<file path="src/rtl/pipe_pkg.sv">
// rtl/pipe_pkg.sv - shared exception codes, control-bit positions and reset defaults for pipeline stage registers
package pipe_pkg;

  localparam logic [4:0] EXC_NONE = 5'd0;
  localparam logic [4:0] EXC_INT  = 5'd0;
  localparam logic [4:0] EXC_ADEL = 5'd4;
  localparam logic [4:0] EXC_ADES = 5'd5;
  localparam logic [4:0] EXC_RI   = 5'd10;
  localparam logic [4:0] EXC_OV   = 5'd12;

  localparam int CTRL_REGWRITE_BIT = 0;
  localparam int CTRL_MEMWRITE_BIT = 1;

  // A faulting instruction must never commit a register or memory write.
  localparam logic [7:0]  DEF_KILL_MASK = 8'h03;
  localparam logic [31:0] DEF_RESET_PC  = 32'h0000_3000;

endpackage

</file>
<file path="src/rtl/pipe_perf_cnt.sv">
// rtl/pipe_perf_cnt.sv - saturating event counter with enable and synchronous active-low reset
module pipe_perf_cnt #(
  parameter int W = 32
) (
  input  logic         clk,
  input  logic         resetn,
  input  logic         en,
  output logic [W-1:0] count
);

  always_ff @(posedge clk) begin
    if (!resetn) begin
      count <= '0;
    end else if (en && (count != '1)) begin
      count <= count + W'(1);
    end
  end

endmodule

</file>
<file path="src/rtl/pipe_stage_reg.sv">
// rtl/pipe_stage_reg.sv - inter-stage pipeline register with valid, stall, flush bubble and exception merge
// Optional stall/flush counters are built when PIPE_STAGE_PERF_EN is defined.
module pipe_stage_reg
  import pipe_pkg::*;
#(
  parameter int                 DATA_W    = 96,
  parameter int                 CTRL_W    = 8,
  parameter int                 EXC_W     = 5,
  parameter logic [CTRL_W-1:0]  KILL_MASK = CTRL_W'(DEF_KILL_MASK),
  parameter logic [31:0]        RESET_PC  = DEF_RESET_PC
) (
  input  logic              clk,
  input  logic              reset,
  input  logic              stall,
  input  logic              flush,
  input  logic              in_valid,
  input  logic [31:0]       in_pc,
  input  logic              in_bd,
  input  logic [EXC_W-1:0]  in_exc,
  input  logic [EXC_W-1:0]  stage_exc,
  input  logic [CTRL_W-1:0] in_ctrl,
  input  logic [DATA_W-1:0] in_data,
  output logic              out_valid,
  output logic [31:0]       out_pc,
  output logic              out_bd,
  output logic [EXC_W-1:0]  out_exc,
  output logic [CTRL_W-1:0] out_ctrl,
  output logic [DATA_W-1:0] out_data,
  output logic              out_has_exc
`ifdef PIPE_STAGE_PERF_EN
  ,
  output logic [31:0]       stall_cnt,
  output logic [31:0]       flush_cnt
`endif
);

  logic [EXC_W-1:0] merged_exc;

  // The oldest exception wins: one carried from an earlier stage beats a new one.
  assign merged_exc = (in_exc != '0) ? in_exc : stage_exc;

  always_ff @(posedge clk) begin
    if (!reset) begin
      out_valid <= 1'b0;
      out_pc    <= RESET_PC;
      out_bd    <= 1'b0;
      out_exc   <= '0;
      out_ctrl  <= '0;
      out_data  <= '0;
    end else if (flush) begin
      // The bubble keeps PC/BD so an interrupt taken on it still reports a correct EPC.
      out_valid <= 1'b0;
      out_pc    <= in_pc;
      out_bd    <= in_bd;
      out_exc   <= '0;
      out_ctrl  <= '0;
      out_data  <= '0;
    end else if (!stall) begin
      out_valid <= in_valid;
      out_pc    <= in_pc;
      out_bd    <= in_bd;
      out_exc   <= in_valid ? merged_exc : '0;
      out_ctrl  <= (merged_exc != '0) ? (in_ctrl & ~KILL_MASK) : in_ctrl;
      out_data  <= in_data;
    end
  end

  assign out_has_exc = (out_exc != '0) && out_valid;

`ifdef PIPE_STAGE_PERF_EN
  logic stall_win;
  logic flush_win;

  assign flush_win = flush;
  assign stall_win = stall && !flush;

  pipe_perf_cnt #(.W(32)) u_stall_cnt (
    .clk    (clk),
    .resetn (reset),
    .en     (stall_win),
    .count  (stall_cnt)
  );

  pipe_perf_cnt #(.W(32)) u_flush_cnt (
    .clk    (clk),
    .resetn (reset),
    .en     (flush_win),
    .count  (flush_cnt)
  );
`endif

endmodule

</file>
<file path="config.mk">
export PLATFORM = sky130hd
export DESIGN_NAME = pipe_stage_reg
export DESIGN_NICKNAME = d
export VERILOG_FILES = /design/src/rtl/pipe_pkg.sv /design/src/rtl/pipe_perf_cnt.sv /design/src/rtl/pipe_stage_reg.sv
export SDC_FILE = /design/constraint.sdc
export NUM_CORES = 1
export LEC_CHECK = 0
export CAP_MARGIN = 20
export CORE_MARGIN = 4
export CORE_UTILIZATION = 35
export CTS_BUF_LIST = sky130_fd_sc_hd__clkbuf_4 sky130_fd_sc_hd__clkbuf_8
export CTS_CLUSTER_SIZE = 20
export DETAILED_ROUTE_END_ITERATION = 10
export PLACE_DENSITY = 0.76
export RECOVER_POWER = 100
export SLEW_MARGIN = 20
export SYNTH_ARGS = -nofsm -noshare
export SYNTH_HDL_FRONTEND = slang
export SYNTH_SLANG_ARGS = --single-unit
</file>
<file path="constraint.sdc">
create_clock -name clk -period 1.5 [get_ports clk]
set_input_delay 0.3 -clock clk [delete_from_list [all_inputs] [get_ports clk]]
set_output_delay 0.3 -clock clk [all_outputs]
set_load 0.01 [all_outputs]
</file>
* Yosys cells after proc, flatten, opt, wreduce, memory -nomap -nowiden
Cells that the tools add are included.
** Operators by class
- Eq/ne operators :: 1
- Multiplexer cells :: 7
- Bitwise gates (word level) :: 1
- Reduce and logical (&&, ||, !) cells :: 5
** Operator list (number)
- 32-bit two-way mux :: 2
- 5-bit nonzero test :: 3
- 5-bit two-way mux :: 2
- 1-bit two-way mux :: 2
- 2-bit two-way mux :: 1
- 2-bit by 1-bit != test with 1-bit output, second input constant :: 1
- 2-bit OR reduction :: 1
- 1-bit logical AND :: 1
- 1-bit inverter :: 1
** Word-level totals
- Bits in registers :: 143
- Bits of input ports :: 152
- Word-level logic and storage cells :: 20

* Longest topological paths before layout
- Word-level depth :: 4
- Depth in mapped cells :: 6

* Worst setup path before layout
No wires, ideal clock.
- Kind :: input to register
- Start point :: in stage_exc[0]
- End point :: reg out_ctrl[0]
- Arrival time :: 1.195 ns
- Setup slack :: 0.236 ns
- Cell stages on the path :: 3
- Cells stage by stage :: or4_1 -> a211o_1 -> o21ai_1
** On the way
- Cells in the longest elaborated chain, start to end :: 3
** Ends and longest elaborated chain
- from (decl) :: RTL line pipe_stage_reg.sv:20 : input logic [EXC_W-1:0] stage_exc,
- 5-bit two-way mux :: RTL line pipe_stage_reg.sv:40 : assign merged_exc = (in_exc != '0) ? in_exc : stage_exc;
- 5-bit nonzero test :: RTL line pipe_stage_reg.sv:63 : out_ctrl <= (merged_exc != '0) ? (in_ctrl & ~KILL_MASK) : in_ctrl;
- 2-bit two-way mux :: RTL line pipe_stage_reg.sv:63
- to (signal assigned) :: RTL line pipe_stage_reg.sv:63
- to (decl) :: RTL line pipe_stage_reg.sv:27 : output logic [CTRL_W-1:0] out_ctrl,
Every way passes these cells.
A chain may end at the register's enable or synchronous reset.

* Final worst setup path
- Start point :: reg out_exc[2]
- End point :: out out_has_exc
** On the way
- Cells in the longest elaborated chain, start to end :: 2
** Ends and longest elaborated chain
- from (decl) :: RTL line pipe_stage_reg.sv:26 : output logic [EXC_W-1:0] out_exc,
- from (signal assigned) :: RTL line pipe_stage_reg.sv:62 : out_exc <= in_valid ? merged_exc : '0;
- 5-bit nonzero test :: RTL line pipe_stage_reg.sv:68 : assign out_has_exc = (out_exc != '0) && out_valid;
- 1-bit logical AND :: RTL line pipe_stage_reg.sv:68
- to (decl) :: RTL line pipe_stage_reg.sv:29 : output logic out_has_exc
Every way passes these cells.

==> impl_metrics.toml <==
[run_status]
violations = "setup timing"
status = "finished with violations"

[worst_setup_path]
worstPathRequired_ns = 1.20
cp_slowest_stage_delay_ns = 0.33
critPathTopFamily = "flip-flops"
path_max_fanout = 2
path_class = "reg2out"
cp.arrival_ns = 1.28
endpoint_kind = "output pin"
r2r_setup_slack_ns = 0.49
worstSetupStartpointType = "flip-flop"
slowest_stage = "dfxtp_2"
crit_cells = 3
rr_worst_depth = 3
cp.buffers_inverters = 1
crit_chain = "nor4_2, a21boi_1, buf_2"

[placement]
hpwl_mm = 12.05
place_congestion = 0.8609
io_buffers = 295
pre_cts_slack_ns = -0.2837

[synthesis]
ys_types = 26
synth_top_cell_area_share_pct = 55.44
synth_nets = 673
synth_seq_cells = 143
yosys_warnings = 0
synthesis.area_um2 = 5164
synth_area_leaders = "dfxtp_1, mux2i_1, nor2_1"
synth_top_cell_by_area = "dfxtp_1"
syn_avg_cell_area_um2 = 9.911
ys_seq_area_share_pct = 55.44
synthCells = 521

[clock_network]
cts_sinks = 143
clock_path_buffers = 2
ctsHtreeMaxLevel = 4
cts_made_buffers = 17
cts_hold_repair.buffers = 0
cts_root_buffer = "clkbuf_8"
tritoncts = "yes"
clk_pin_slew_worst_paths_ns = 0.07
insertion_delay_ns = 0.42

[power_and_ir_drop]
p_per_area_nw_per_um2 = 981.0
p_leak_nw = 4.154
irDropWorstVdd_mv = 0.5354

[timing]
tightest_slew_ns = 0.6621
finalSetupViolCount = 2
hold_viol = 0
slew_viol_final = 0
period_minus_slack_ns = 1.583
fin_ws_ns = -0.08254
hold_slack_ns = 0.2288
rsz0062_at_grt = "true"
fmax_ghz = 0.6319
fin_tns_setup_ns = -0.08390
fin_skew_ns = 0
min_period_over_period_pct = 105.5
max_slew_margin_pct = 55.86

[finish]
nFillCells = 1289
drive_gt1_share_pct = 7.332
final_common_cell = "clkdlybuf4s50_1"
final_util_pct = 59.47
nNetsFinal = 972
final_cell_mix = "clkdlybuf4s50_1, dfxtp_1, dlygate4sd2_1, nor2_1, mux2i_1"
area_growth_pct = 66.76

[grt]
grt_max_degree = 66
grt_pass1_wl_mm = 24.47
grt_pass1_vias = 4905
antenna_found_initial = 1
grt_usage_pct = 18.73
overflow = 0

[floorplanning]
pin_count = 296
start_util_pct = 35.66
die_h_um = 129.5
core_area_um2 = 14480
dieArea_um2 = 16760
rows = 44
fp.dieW_um = 129.5

[detailed_routing]
drtAntennaViolNets = 0
drtIter0Drc = 167
post_drt_wl_per_cell_um = 15.91
vias = 4750
via_per_inst = 4.671
drc = 0
wirelength_mm = 16.18
first_pass_iters = 5

[min_path]
min_path_cells = 2
hold_class = "in2reg"

[run]
max_cap_violations = 0
-- what timing repair did --
item,in CTS,in global routing
gates resized for setup,151,12
setup endpoints to repair,144,5
buffers inserted,0,0
pin swaps,0,2
-- path summary, 6_finish.rpt --
| check | from | endpoint |
|---|---|---|
| setup / recovery | out_exc[2] | out_has_exc |
| setup reg to reg | out_exc[1] | out_exc[1] |
| hold reg to reg | out_pc[2] | out_pc[2] |
| hold / removal | stall | out_exc[2] |
-- logic make-up after synthesis --
| group | synth area share [%] |
|---|---|
| AOI/OAI and AO/OA | 6.494 |
| buffers and inverters | 3.586 |
| DFF | 55.44 |
| muxes | 19.77 |
| and+or+nand+nor | 14.71 |
-- metrics by stage --
stage / instance area [µm²] / total power [W] / cells
after CTS: 8673 / 0.008595 / 1016
after floorplan: 5164 / 0.004586 / 521
after global placement: 8421 / 0.005405 / 985
after detailed placement: 8421 / 0.005435 / 985
final: 8611 / 0.008447 / 1017
after global routing: 8611 / 0.008821 / 1017
-- cell type report --
class | instances | area, µm² | area share (%)
timing repair buffer | 316 | 2947 | 34.22
sequential | 143 | 2865 | 33.28
multi-input combinational | 338 | 2127 | 24.70
clock buffer | 25 | 319.1 | 3.705
tap | 184 | 230.2 | 2.674
clock inverter | 6 | 105.1 | 1.221
inverter | 4 | 15.01 | 0.1744
antenna | 1 | 2.502 | 0.02906
-- power breakdown --
part	switching, W	internal [W]	leakage, nW
clock	0.00135	0.00188	0.224
sequential	0.0000713	0.00395	1.17
combinational	0.000492	0.000703	2.76
-- synthesized netlist by cell type, drive strengths merged --
cell	instances
nand3	6
o21ai	2
inv	4
nor4	3
buf	26
a2111oi	4
a211o	1
dfxtp	143
a22oi	1
or4	1
a311oi	1
nand2	66
mux2i	102
nor2	105
a21oi	2
a21boi	32
nor3	2
nand2b	2
nand3b	1
or2	1
nand4	1
clkbuf	10
a211oi	2
nor2b	3
-- worst reg2reg max path, cell delays in order, from the launching register on --
cell       delay (ns)
dfxtp_1          0.35
buf_4            0.12
inv_1            0.03
a2111oi_0        0.39
-- per-layer routing --
metal / up-vias / routed length (µm) / share of wire, % / track usage, %
met4: 0 / 361 / 2.2 / 8.680
met3: 27 / 1581 / 9.8 / 7.749
met1: 2175 / 6055 / 37 / 20.15
met2: 220 / 8180 / 51 / 32.10
met5: - / 0 / 0 / 0
li1: 2328 / - / - / -
-- flip-flops by register name, indices dropped and copies added, names as in the netlist --
register	count
out_ctrl	8
out_data	96
out_bd	1
out_pc	32
out_exc	5
out_valid	1
No activity file was read; power rests on OpenSTA's default activity.
